[src/rtl/source_loader_pkg.sv]
// source_loader_pkg: shared state encoding and sizing for the source-memory loader.
package source_loader_pkg;
  localparam int DATA_W = 8;
  localparam int DEPTH  = 256;
  localparam int ADDR_W = 8;
  typedef enum logic [1:0] {LOAD, COMMIT, RUN} state_e;
endpackage

[src/rtl/source_loader.sv]
// source_loader: streams one frame of samples into the external source M10K, then holds START until compute_done.
module source_loader #(
  parameter int DEPTH  = source_loader_pkg::DEPTH,
  parameter int DATA_W = source_loader_pkg::DATA_W
) (
  input  logic                                  clk,
  input  logic                                  reset,
  input  logic signed [DATA_W-1:0]              in_data,
  input  logic                                  in_valid,
  output logic                                  in_ready,
  output logic signed [DATA_W-1:0]              M10K_write_data_source,
  output logic [source_loader_pkg::ADDR_W-1:0]  M10K_write_address_source,
  output logic                                  M10K_write_source,
  output logic                                  START,
  input  logic                                  compute_done,
  output logic                                  busy,
  output logic [15:0]                           frame_count
);
  import source_loader_pkg::*;
  localparam logic [ADDR_W-1:0] LAST = ADDR_W'(DEPTH - 1);
  state_e                   state_q, state_d;
  logic [ADDR_W-1:0]        cnt_q, cnt_d, addr_q, addr_d;
  logic signed [DATA_W-1:0] data_q, data_d;
  logic                     wr_q, wr_d;
  logic [15:0]              frames_q, frames_d;
  logic                     accept, last, done;
  assign in_ready                  = state_q == LOAD;
  assign START                     = state_q == RUN;
  assign busy                      = state_q != LOAD || cnt_q != '0;
  assign M10K_write_source         = wr_q;
  assign M10K_write_address_source = addr_q;
  assign M10K_write_data_source    = data_q;
  assign frame_count               = frames_q;
  always_comb begin
    accept   = in_valid && in_ready;
    last     = accept && cnt_q == LAST;
    done     = state_q == RUN && compute_done;
    wr_d     = accept;
    addr_d   = accept ? cnt_q : addr_q;
    data_d   = accept ? in_data : data_q;
    cnt_d    = last ? '0 : accept ? cnt_q + 1'b1 : cnt_q;
    frames_d = frames_q + 16'(done);
    state_d  = state_q == COMMIT ? RUN : done ? LOAD : last ? COMMIT : state_q;
  end
  always_ff @(posedge clk) begin
    if (reset) begin
      state_q  <= LOAD;
      cnt_q    <= '0;
      addr_q   <= '0;
      data_q   <= '0;
      wr_q     <= 1'b0;
      frames_q <= '0;
    end else begin
      state_q  <= state_d;
      cnt_q    <= cnt_d;
      addr_q   <= addr_d;
      data_q   <= data_d;
      wr_q     <= wr_d;
      frames_q <= frames_d;
    end
  end
endmodule

[config.mk]
export PLATFORM = sky130hd
export DESIGN_NAME = source_loader
export DESIGN_NICKNAME = d
export VERILOG_FILES = /design/src/rtl/source_loader_pkg.sv /design/src/rtl/source_loader.sv
export SDC_FILE = /design/constraint.sdc
export NUM_CORES = 1
export LEC_CHECK = 0
export ABC_CLOCK_PERIOD_IN_PS = 3800
export BUFFER_PORTS_ARGS = -buffer_cell sky130_fd_sc_hd__buf_4
export CAP_MARGIN = 20
export CORE_UTILIZATION = 51
export CTS_BUF_LIST = sky130_fd_sc_hd__clkbuf_4
export CTS_CLUSTER_SIZE = 10
export DETAILED_ROUTE_END_ITERATION = 8
export HOLD_SLACK_MARGIN = 0.06
export MAX_ROUTING_LAYER = met4
export PLACE_DENSITY = 0.78
export SLEW_MARGIN = 25
export SYNTH_ARGS = -nofsm -noshare
export SYNTH_HDL_FRONTEND = slang
export SYNTH_SLANG_ARGS = --single-unit
[constraint.sdc]
create_clock -name clk -period 3.8 [get_ports clk]
set_input_delay 0.19 -clock clk [delete_from_list [all_inputs] [get_ports clk]]
set_output_delay 0.19 -clock clk [all_outputs]
set_load 0.02 [all_outputs]
# Yosys cells after proc, flatten, opt, wreduce, memory -nomap -nowiden
# Cells that the tools add are included.
# W data, S select, Z words.
# classes
addsub	2
n_eq_ne	3
mux	3
n_reduce_logical	10
# ops
op	n
$add A16 B1 Y16	1
$add A8 B1 Y8 const B	1
$eq A8 B8 Y1 const B	1
$reduce_bool A8 Y1	1
$mux W2	3
$logic_and A1 B1 Y1	3
$reduce_bool A3 Y1	1
$reduce_or A3 Y1	1
$eq A2 B1 Y1 const B	1
$eq A2 B2 Y1 const B	1
$logic_not A2 Y1	1
$reduce_bool A2 Y1	1
$reduce_or A2 Y1	1
$logic_or A1 B1 Y1	1
# totals
ff_bits	43
input_bits	12
out_inout_bits	36
elab_cells	25

# Logic depth before layout (Yosys ltp)
# Gate-level depths: netlist (run 1).
# depth
word_depth	6
ltp_mapped	7
depth_no_buf	7

# Worst setup path after synthesis (run 1)
# OpenSTA, ideal clock, no wires.
# synth_path
path_type	reg-to-reg
from	reg state_q[1]
to	reg frames_q[14] (netlist: frame_count[14])
setup_ns	0.070
t_arrival_ns	2.175
required_time_ns	3.730
path_slack_ns	1.554
path_stages_with_launch	8
path_buffers	0
synth_period_minus_slack_ns	2.246
path_cell_list	dfxtp_1 > nor2b_1 > and2_1 > ha_1 > nand4_1 > or2_4 > or4_1 > a21oi_1
# synth_between
elab_chain_cells	3
# synth_rtl
item	line_no	text
start, declared	source_loader.sv:21	state_e state_q, state_d;
start signal, assigned	source_loader.sv:54	state_q <= state_d;
$eq A2 B2 Y1	-	
named net START	source_loader.sv:14	output logic START,
$logic_and A1 B1 Y1	source_loader.sv:37	done = state_q == RUN && compute_done;
$add A16 B1 Y16	source_loader.sv:42	frames_d = frames_q + 16'(done);
end signal, assigned	source_loader.sv:59	frames_q <= frames_d;
end, declared	source_loader.sv:25	logic [15:0] frames_q, frames_d;
# The timed path passes the listed nets, and every way through them passes these cells.
# A chain may end at the register's enable or synchronous reset.

# Final worst setup path (run 1)
# layout_path
from	reg state_q[1]
to	reg frames_q[14] (netlist: frame_count[14])
# layout_between
elab_chain_cells	3
# layout_rtl
item	line_no
$eq A2 B2 Y1	source_loader.sv:37
$logic_and A1 B1 Y1	source_loader.sv:37
$add A16 B1 Y16	source_loader.sv:42
# No other way between the ends.

==> qor.yml, run 1 <==
worst_pin_slew_ns: 0.639
fill_cells: 257
timing.final.ws_setup_ns: 1.67
cts_resized: 0
final_cells: 311
nets: 282
core_area_um2: 3150
ys_types: 30
route.met2.wl_um: 1870
drive_gt1_frac: 0.225
initial_core_util: 0.558
synth_flop_cell: "dfxtp_1"
clock-sinks: 43
drt_first_iter_violations: 65
synthToLayoutAreaGrowth_pct: 32.6
synth_seq_cells: 43
hpwl_um: 2460
gp_congestion: 0.775
synthesis.area_um2: 1760
critPathMaxStageDelay_ns: 0.52
rsz0062_at_grt: "no"
io_buffers: 47
crit_path_max_fanout: 5
async_flop_share: 0
arrival_ns: 2.43
overflow: 0
wirelength_met1_um: 1670
rows: 20
synth_top_area_cell: "dfxtp_1"
hold_ws_ns: 0.152
synth_edf_count: 0
leakage_nw: 0.973
status: "finished clean"
die_w_um: 60.8
placedCellCount: 295
viasPerCell: 5.07
drtPass1Iterations: 5
slew_violations: 0
critPathKind: "reg -> reg"
grt_pass1_wl_um: 5890
syn_nets: 226
critPathTopFamily: "simple AND/OR/NAND/NOR gates"
met3_length_um: 201
dr_total_vias: 1578
antenna_found_initial: 0
cp-start-kind: "flop"
worstPathCellList: "nor2b_1, and2_1, ha_1, nand4_1, or2_4, or4_1, a21oi_1"
grt.total_usage: 0.229
hold_viol: 0
irDropWorstVdd_v: 0.000286
drt-total-wl_um: 3790
cts_tree: "done"
place_area_um2: 2150
clock_latency_ns: 0.36
die_height_um: 60.8
grt_pass1_vias: 1322
ys_seq_area_frac: 0.489
reg2reg_slack_ns: 1.67
htreeDepth: 2
cp_slowest_cell: "or4_1"
yosys_warnings: 0
yosysMostFrequentCell: "nand2_1"
syn_avg_cell_area_um2: 8.38
diodes: 0
setup_tns_ns: 0
cts-root-buf: "clkbuf_4"
slew_headroom: 0.573
worst_setup_path_end_kind: "flop"
cp.buffers_inverters: 0
synth_top_area_frac: 0.489
setup_violations: 0
drc: 0
fin_skew_ns: 0.00919
min_path_type: "in -> reg"
worstPathRequired_ns: 4.09
powerDensity_nw_per_um2: 379
grt_max_degree: 42
cts_made_buffers: 5
wl_per_cell_um: 12.2
drv_cap: 0
syn_inst: 210
place_ws_ns: 1.70
path_clk_slew_ns: 0.12
timing.final.crit_share: 0.562
period_minus_slack_ns: 2.13
ant_nets: 0
yosys-top-cells-area: "dfxtp_1 (49%), nand2_1 (10%), a21oi_1 (6.0%), xnor2_1 (6.0%), nor2_1 (5.1%)"
cts.path.max_buffers: 2
pin_count: 48
max_freq_mhz: 468
synth_commonest_cells: "nand2_1 (47), dfxtp_1 (43), nor2_1 (24)"
design_area_um2: 2330
dieArea_um2: 3690
top_layer_used: "met4"
-- flip-flops by register name (all words and copies together) (netlist names) --
name,cells
state_q,2
M10K_write_data_source,8
frame_count,16
cnt_q,8
M10K_write_source,1
M10K_write_address_source,8
-- report_power, final --
part           internal (mW)  leakage [nW]  switching, mW
logic                 0.0294         0.568         0.0358
clock network          0.212        0.0559          0.145
registers              0.458         0.349        0.00510
-- cell families (layout without fill, tap and decap cells) --
group / count (synthesis) / count (layout) / share of synthesized area
fa+ha+maj: 4 / 4 / 0.0284
buf+inv: 14 / 71 / 0.0299
xor+xnor: 18 / 18 / 0.0896
simple gates: 104 / 104 / 0.277
compound gates: 27 / 27 / 0.0860
flops: 43 / 43 / 0.489
-- final cells by class --
class                           instances  area (µm²)  area share
Inverter                                7        26.3      0.0113
Clock buffer                            6        45.0      0.0193
Sequential cell                        43         861       0.369
Multi-Input combinational cell        153         847       0.363
Clock inverter                          2        60.1      0.0257
Tap cell                               44        55.1      0.0236
Timing Repair Buffer                   56         440       0.189
-- per-layer routing --
metal / vias to the layer above / GRT usage
met5: - / -
met4: 0 / 0.0942
met3: 5 / 0.0704
met2: 51 / 0.375
met1: 706 / 0.260
li1: 816 / -
-- per-stage QoR --
stage,util,power [mW]
final,0.740,0.886
after global routing,0.740,0.924
after CTS,0.737,0.894
after detailed placement,0.682,0.532
after global placement,0.682,0.531
after floorplan,-,0.506
-- what timing repair did --
action | in CTS | in global routing
buffers inserted | 0 | 0
hold buffers | 7 | 1
endpoints found under the hold margin | 7 | 1
-- worst reg2reg max path, stage by stage, from the launching register on --
cell     delay, ns
dfxtp_1       0.41
nor2b_1       0.17
and2_1        0.16
ha_1          0.19
nand4_1       0.16
or2_4         0.31
or4_1         0.52
a21oi_1       0.15
-- worst paths after layout --
| kind | from | endpoint | depth (start not counted) |
|---|---|---|---|
| worst min-delay path | compute_done | state_q[1] | 4 |
| worst max register to register | state_q[1] | frame_count[14] | 7 |
| worst min register to register | M10K_write_data_source[1] | M10K_write_data_source[1] | 2 |
| worst max-delay path | state_q[1] | frame_count[14] | 7 |
-- cells in the final DEF, fill, tap and decap left out --
cell type	synthesis	layout
buf_4	0	48
nand2_1	47	47
dfxtp_1	43	43
nor2_1	24	24
a21oi_1	21	21
xnor2_1	12	12
dlygate4sd3_1	0	8
inv_1	7	7
nor3_1	6	6
nand3_1	6	6
nand4_1	6	6
xor2_1	6	6
clkbuf_4	0	6
ha_1	4	4
nor2b_1	2	2
and2_1	2	2
and3_1	2	2
nor4_1	2	2
bufinv_16	0	2
nor4b_1	1	1
nor3b_2	1	1
a31o_2	1	1
and4_1	1	1
nand4_4	1	1
or2_4	1	1
o31ai_1	1	1
or4_1	1	1
a32oi_1	1	1
o22ai_1	1	1
a41o_1	1	1
o21ai_0	1	1
or3_1	1	1
(Power assumes the default switching activity.)
==> run 2: changes to the inputs <==
--- a/config.mk
+++ b/config.mk
@@ -5,7 +5,7 @@
 export SDC_FILE = /design/constraint.sdc
 export NUM_CORES = 1
 export LEC_CHECK = 0
-export ABC_CLOCK_PERIOD_IN_PS = 3800
+export ABC_CLOCK_PERIOD_IN_PS = 2000
 export BUFFER_PORTS_ARGS = -buffer_cell sky130_fd_sc_hd__buf_4
 export CAP_MARGIN = 20
 export CORE_UTILIZATION = 51
==> constraint.sdc (replaced) <==
create_clock -name clk -period 2 [get_ports clk]
set_input_delay 0.1 -clock clk [delete_from_list [all_inputs] [get_ports clk]]
set_output_delay 0.1 -clock clk [all_outputs]
set_load 0.02 [all_outputs]
==> run 2 against run 1 <==
Effect of this change: total power increased by 72%; count of clock-buffer cells in the layout is 1 lower; first-iteration DRC count grew 6.2%; hold slack got worse by 0.084 ns; combinational power up 92%; critical path depth stayed put; wire length shrank 5.9%; highest routed layer unchanged; register-to-register slack got worse by 1.5 ns; sequential share of layout area is 0.42 points lower; non-clock buffer count grew 5.
==> qor.yml, run 2 (same netlist as run 1, synthesis figures left out) <==
status: "finished clean"  # unchanged
startpoint: "state_q[1]"  # unchanged
setup_violations: 0  # unchanged
cp_slowest_cell: "or4_4"  # was or4_1
timing.final.ws_setup_ns: 0.123  # was 1.67 ns
worstPathRequired_ns: 2.29  # was 4.09 ns
wl_per_cell_um: 11.3  # was 12.2 µm
slew_violations: 0  # unchanged
path_clk_slew_ns: 0.11  # was 0.12 ns
core_area_um2: 3150  # unchanged
diodes: 0  # unchanged
powerDensity_nw_per_um2: 646  # was 379 nW/µm²
drive_gt1_frac: 0.257  # was 0.225
combinationalPowerShare: 0.082  # was 0.074
period_minus_slack_ns: 1.88  # was 2.13 ns
largest_reg_flops: 16  # unchanged
viasPerCell: 5.01  # was 5.07
timing.final.crit_share: 0.939  # was 0.562
layout_commonest_cell: "buf_4"  # unchanged
gp_congestion: 0.810  # was 0.775
use_met2: 0.347  # was 0.375
overflow: 0  # unchanged
cp.buffers_inverters: 0  # unchanged
grt_pass1_vias: 1331  # was 1,322
hold_viol: 0  # unchanged
cts_tree: "done"  # unchanged
p_sw_mw: 0.342  # was 0.185 mW
ant_nets: 0  # unchanged
cts-root-buf: "clkbuf_4"  # unchanged
irDropWorstVdd_v: 0.000594  # was 0.000286 V
arrival_ns: 2.17  # was 2.43 ns
antenna_found_initial: 0  # unchanged
critPathMaxStageDelay_ns: 0.51  # was 0.52 ns
crit_path_max_fanout: 3  # was 5
rsz0062_at_grt: "no"  # unchanged
fill_cells: 249  # was 257
pin_count: 48  # unchanged
max_freq_mhz: 533  # was 468 MHz
worstHoldStart: "compute_done"  # unchanged
setup_tns_ns: 0  # unchanged
drt-total-wl_um: 3570  # was 3790 µm
rows: 20  # unchanged
clock_latency_ns: 0.35  # was 0.36 ns
die_w_um: 60.8  # unchanged
nets: 287  # was 282
dr_total_vias: 1584  # was 1,578
die_height_um: 60.8  # unchanged
p_int_mw: 1.19  # was 0.700 mW
cts_made_buffers: 5  # unchanged
clock_power_share: 0.342  # was 0.403
initial_core_util: 0.558  # unchanged
grt.total_usage: 0.212  # was 0.229
synthToLayoutAreaGrowth_pct: 34.3  # was 32.6%
htreeDepth: 2  # unchanged
grt_util_met1: 0.244  # was 0.260
place_ws_ns: 0.138  # was 1.70 ns
sw_frac_of_total: 0.224  # was 0.209
worst_setup_path_end_kind: "flop"  # unchanged
drt_first_iter_violations: 69  # was 65
grt-busiest-layer: "met2"  # unchanged
drtPass1Iterations: 4  # was 5
leakage_nw: 0.984  # was 0.973 nW
dieArea_um2: 3690  # unchanged
grt_max_degree: 42  # unchanged
use_met3: 0.0426  # was 0.0704
final_cell_mix: "buf_4 (53), nand2_1 (47), dfxtp_1 (42)"  # was buf_4 (48), nand2_1 (47), dfxtp_1 (43)
critPathKind: "reg -> reg"  # unchanged
clock-sinks: 43  # unchanged
drc: 0  # unchanged
worst_pin_slew_ns: 0.621  # was 0.639 ns
slew_headroom: 0.585  # was 0.573
io_buffers: 47  # unchanged
grt_pass1_wl_um: 5600  # was 5890 µm
critPathTopFamily: "simple AND/OR/NAND/NOR gates"  # unchanged
seq_power_share: 0.576  # was 0.523
worstPathCellList: "nor2b_4, and2_4, ha_2, nand4_1, or2_4, or4_4, a21oi_2"  # was nor2b_1, and2_1, ha_1, nand4_1, or2_4, or4_1, a21oi_1
cp-start-kind: "flop"  # unchanged
regToRegStartpoint: "state_q[1]"  # unchanged
cts.path.max_buffers: 2  # unchanged
fin_skew_ns: 0.00903  # was 0.00919 ns
min_path_type: "in -> reg"  # unchanged
drv_cap: 0  # unchanged
hpwl_um: 2390  # was 2460 µm
==> run 2: per-layer routing <==
metal	share of wire	vias to the layer above
li1	-	821
met1	0.46	716
met2	0.48	37
met3	0.041	10
met4	0.024	0
met5	0	-
==> run 2: what timing repair did <==
action,4_1_cts,5_1_grt
gates resized for setup,0,4
endpoints found under the setup margin,0,1
hold buffers,8,0
setup buffers,0,1
hold endpoints to repair,8,0
==> run 2: layout make-up <==
| class | instances | area, µm² | area share |
|---|---|---|---|
| inverters | 7 | 26.3 | 0.0111 |
| flip-flops and latches | 43 | 862 | 0.365 |
| well taps | 44 | 55.1 | 0.0233 |
| multi-input cells | 153 | 867 | 0.367 |
| clock inverters | 3 | 38.8 | 0.0164 |
| repair buffers | 61 | 478 | 0.202 |
| clock buffers | 5 | 37.5 | 0.0159 |
==> run 2: path summary, 6_finish.rpt <==
check / to / slack [ns] / depth (start not counted)
max: frame_count[14] / 0.12 / 7
max reg2reg: frame_count[14] / 0.12 / 7
min: state_q[1] / 0.07 / 4
min reg2reg: M10K_write_address_source[0] / 0.46 / 2
==> run 2: power groups by stage <==
stage	clock, mW	sequential, mW	combinational [mW]
2_1_floorplan	0	0.912	0.0481
4_1_cts	0.537	0.880	0.124
3_5_place_dp	0	0.899	0.112
5_1_grt	0.576	0.883	0.137
6_report	0.522	0.880	0.125
3_3_place_gp	0	0.899	0.111
==> run 2: through the flow <==
step | std cells | power (mW) | hold WS [ns] | area [µm²] | utilization
3_3_place_gp | 299 | 1.01 | 0.349 | 2190 | 0.694
4_1_cts | 315 | 1.54 | 0.0610 | 2340 | 0.744
3_5_place_dp | 299 | 1.01 | 0.358 | 2190 | 0.694
6_report | 316 | 1.53 | 0.0684 | 2360 | 0.750
5_1_grt | 316 | 1.60 | 0.0718 | 2360 | 0.750
2_1_floorplan | 210 | 0.961 | 0.236 | 1770 | -
==> run 2: worst min-delay path, cell delays in order <==
cell and delay [ns]:
buf_4 0.11, inv_1 0.04, a21oi_1 0.06, nor2_1 0.07
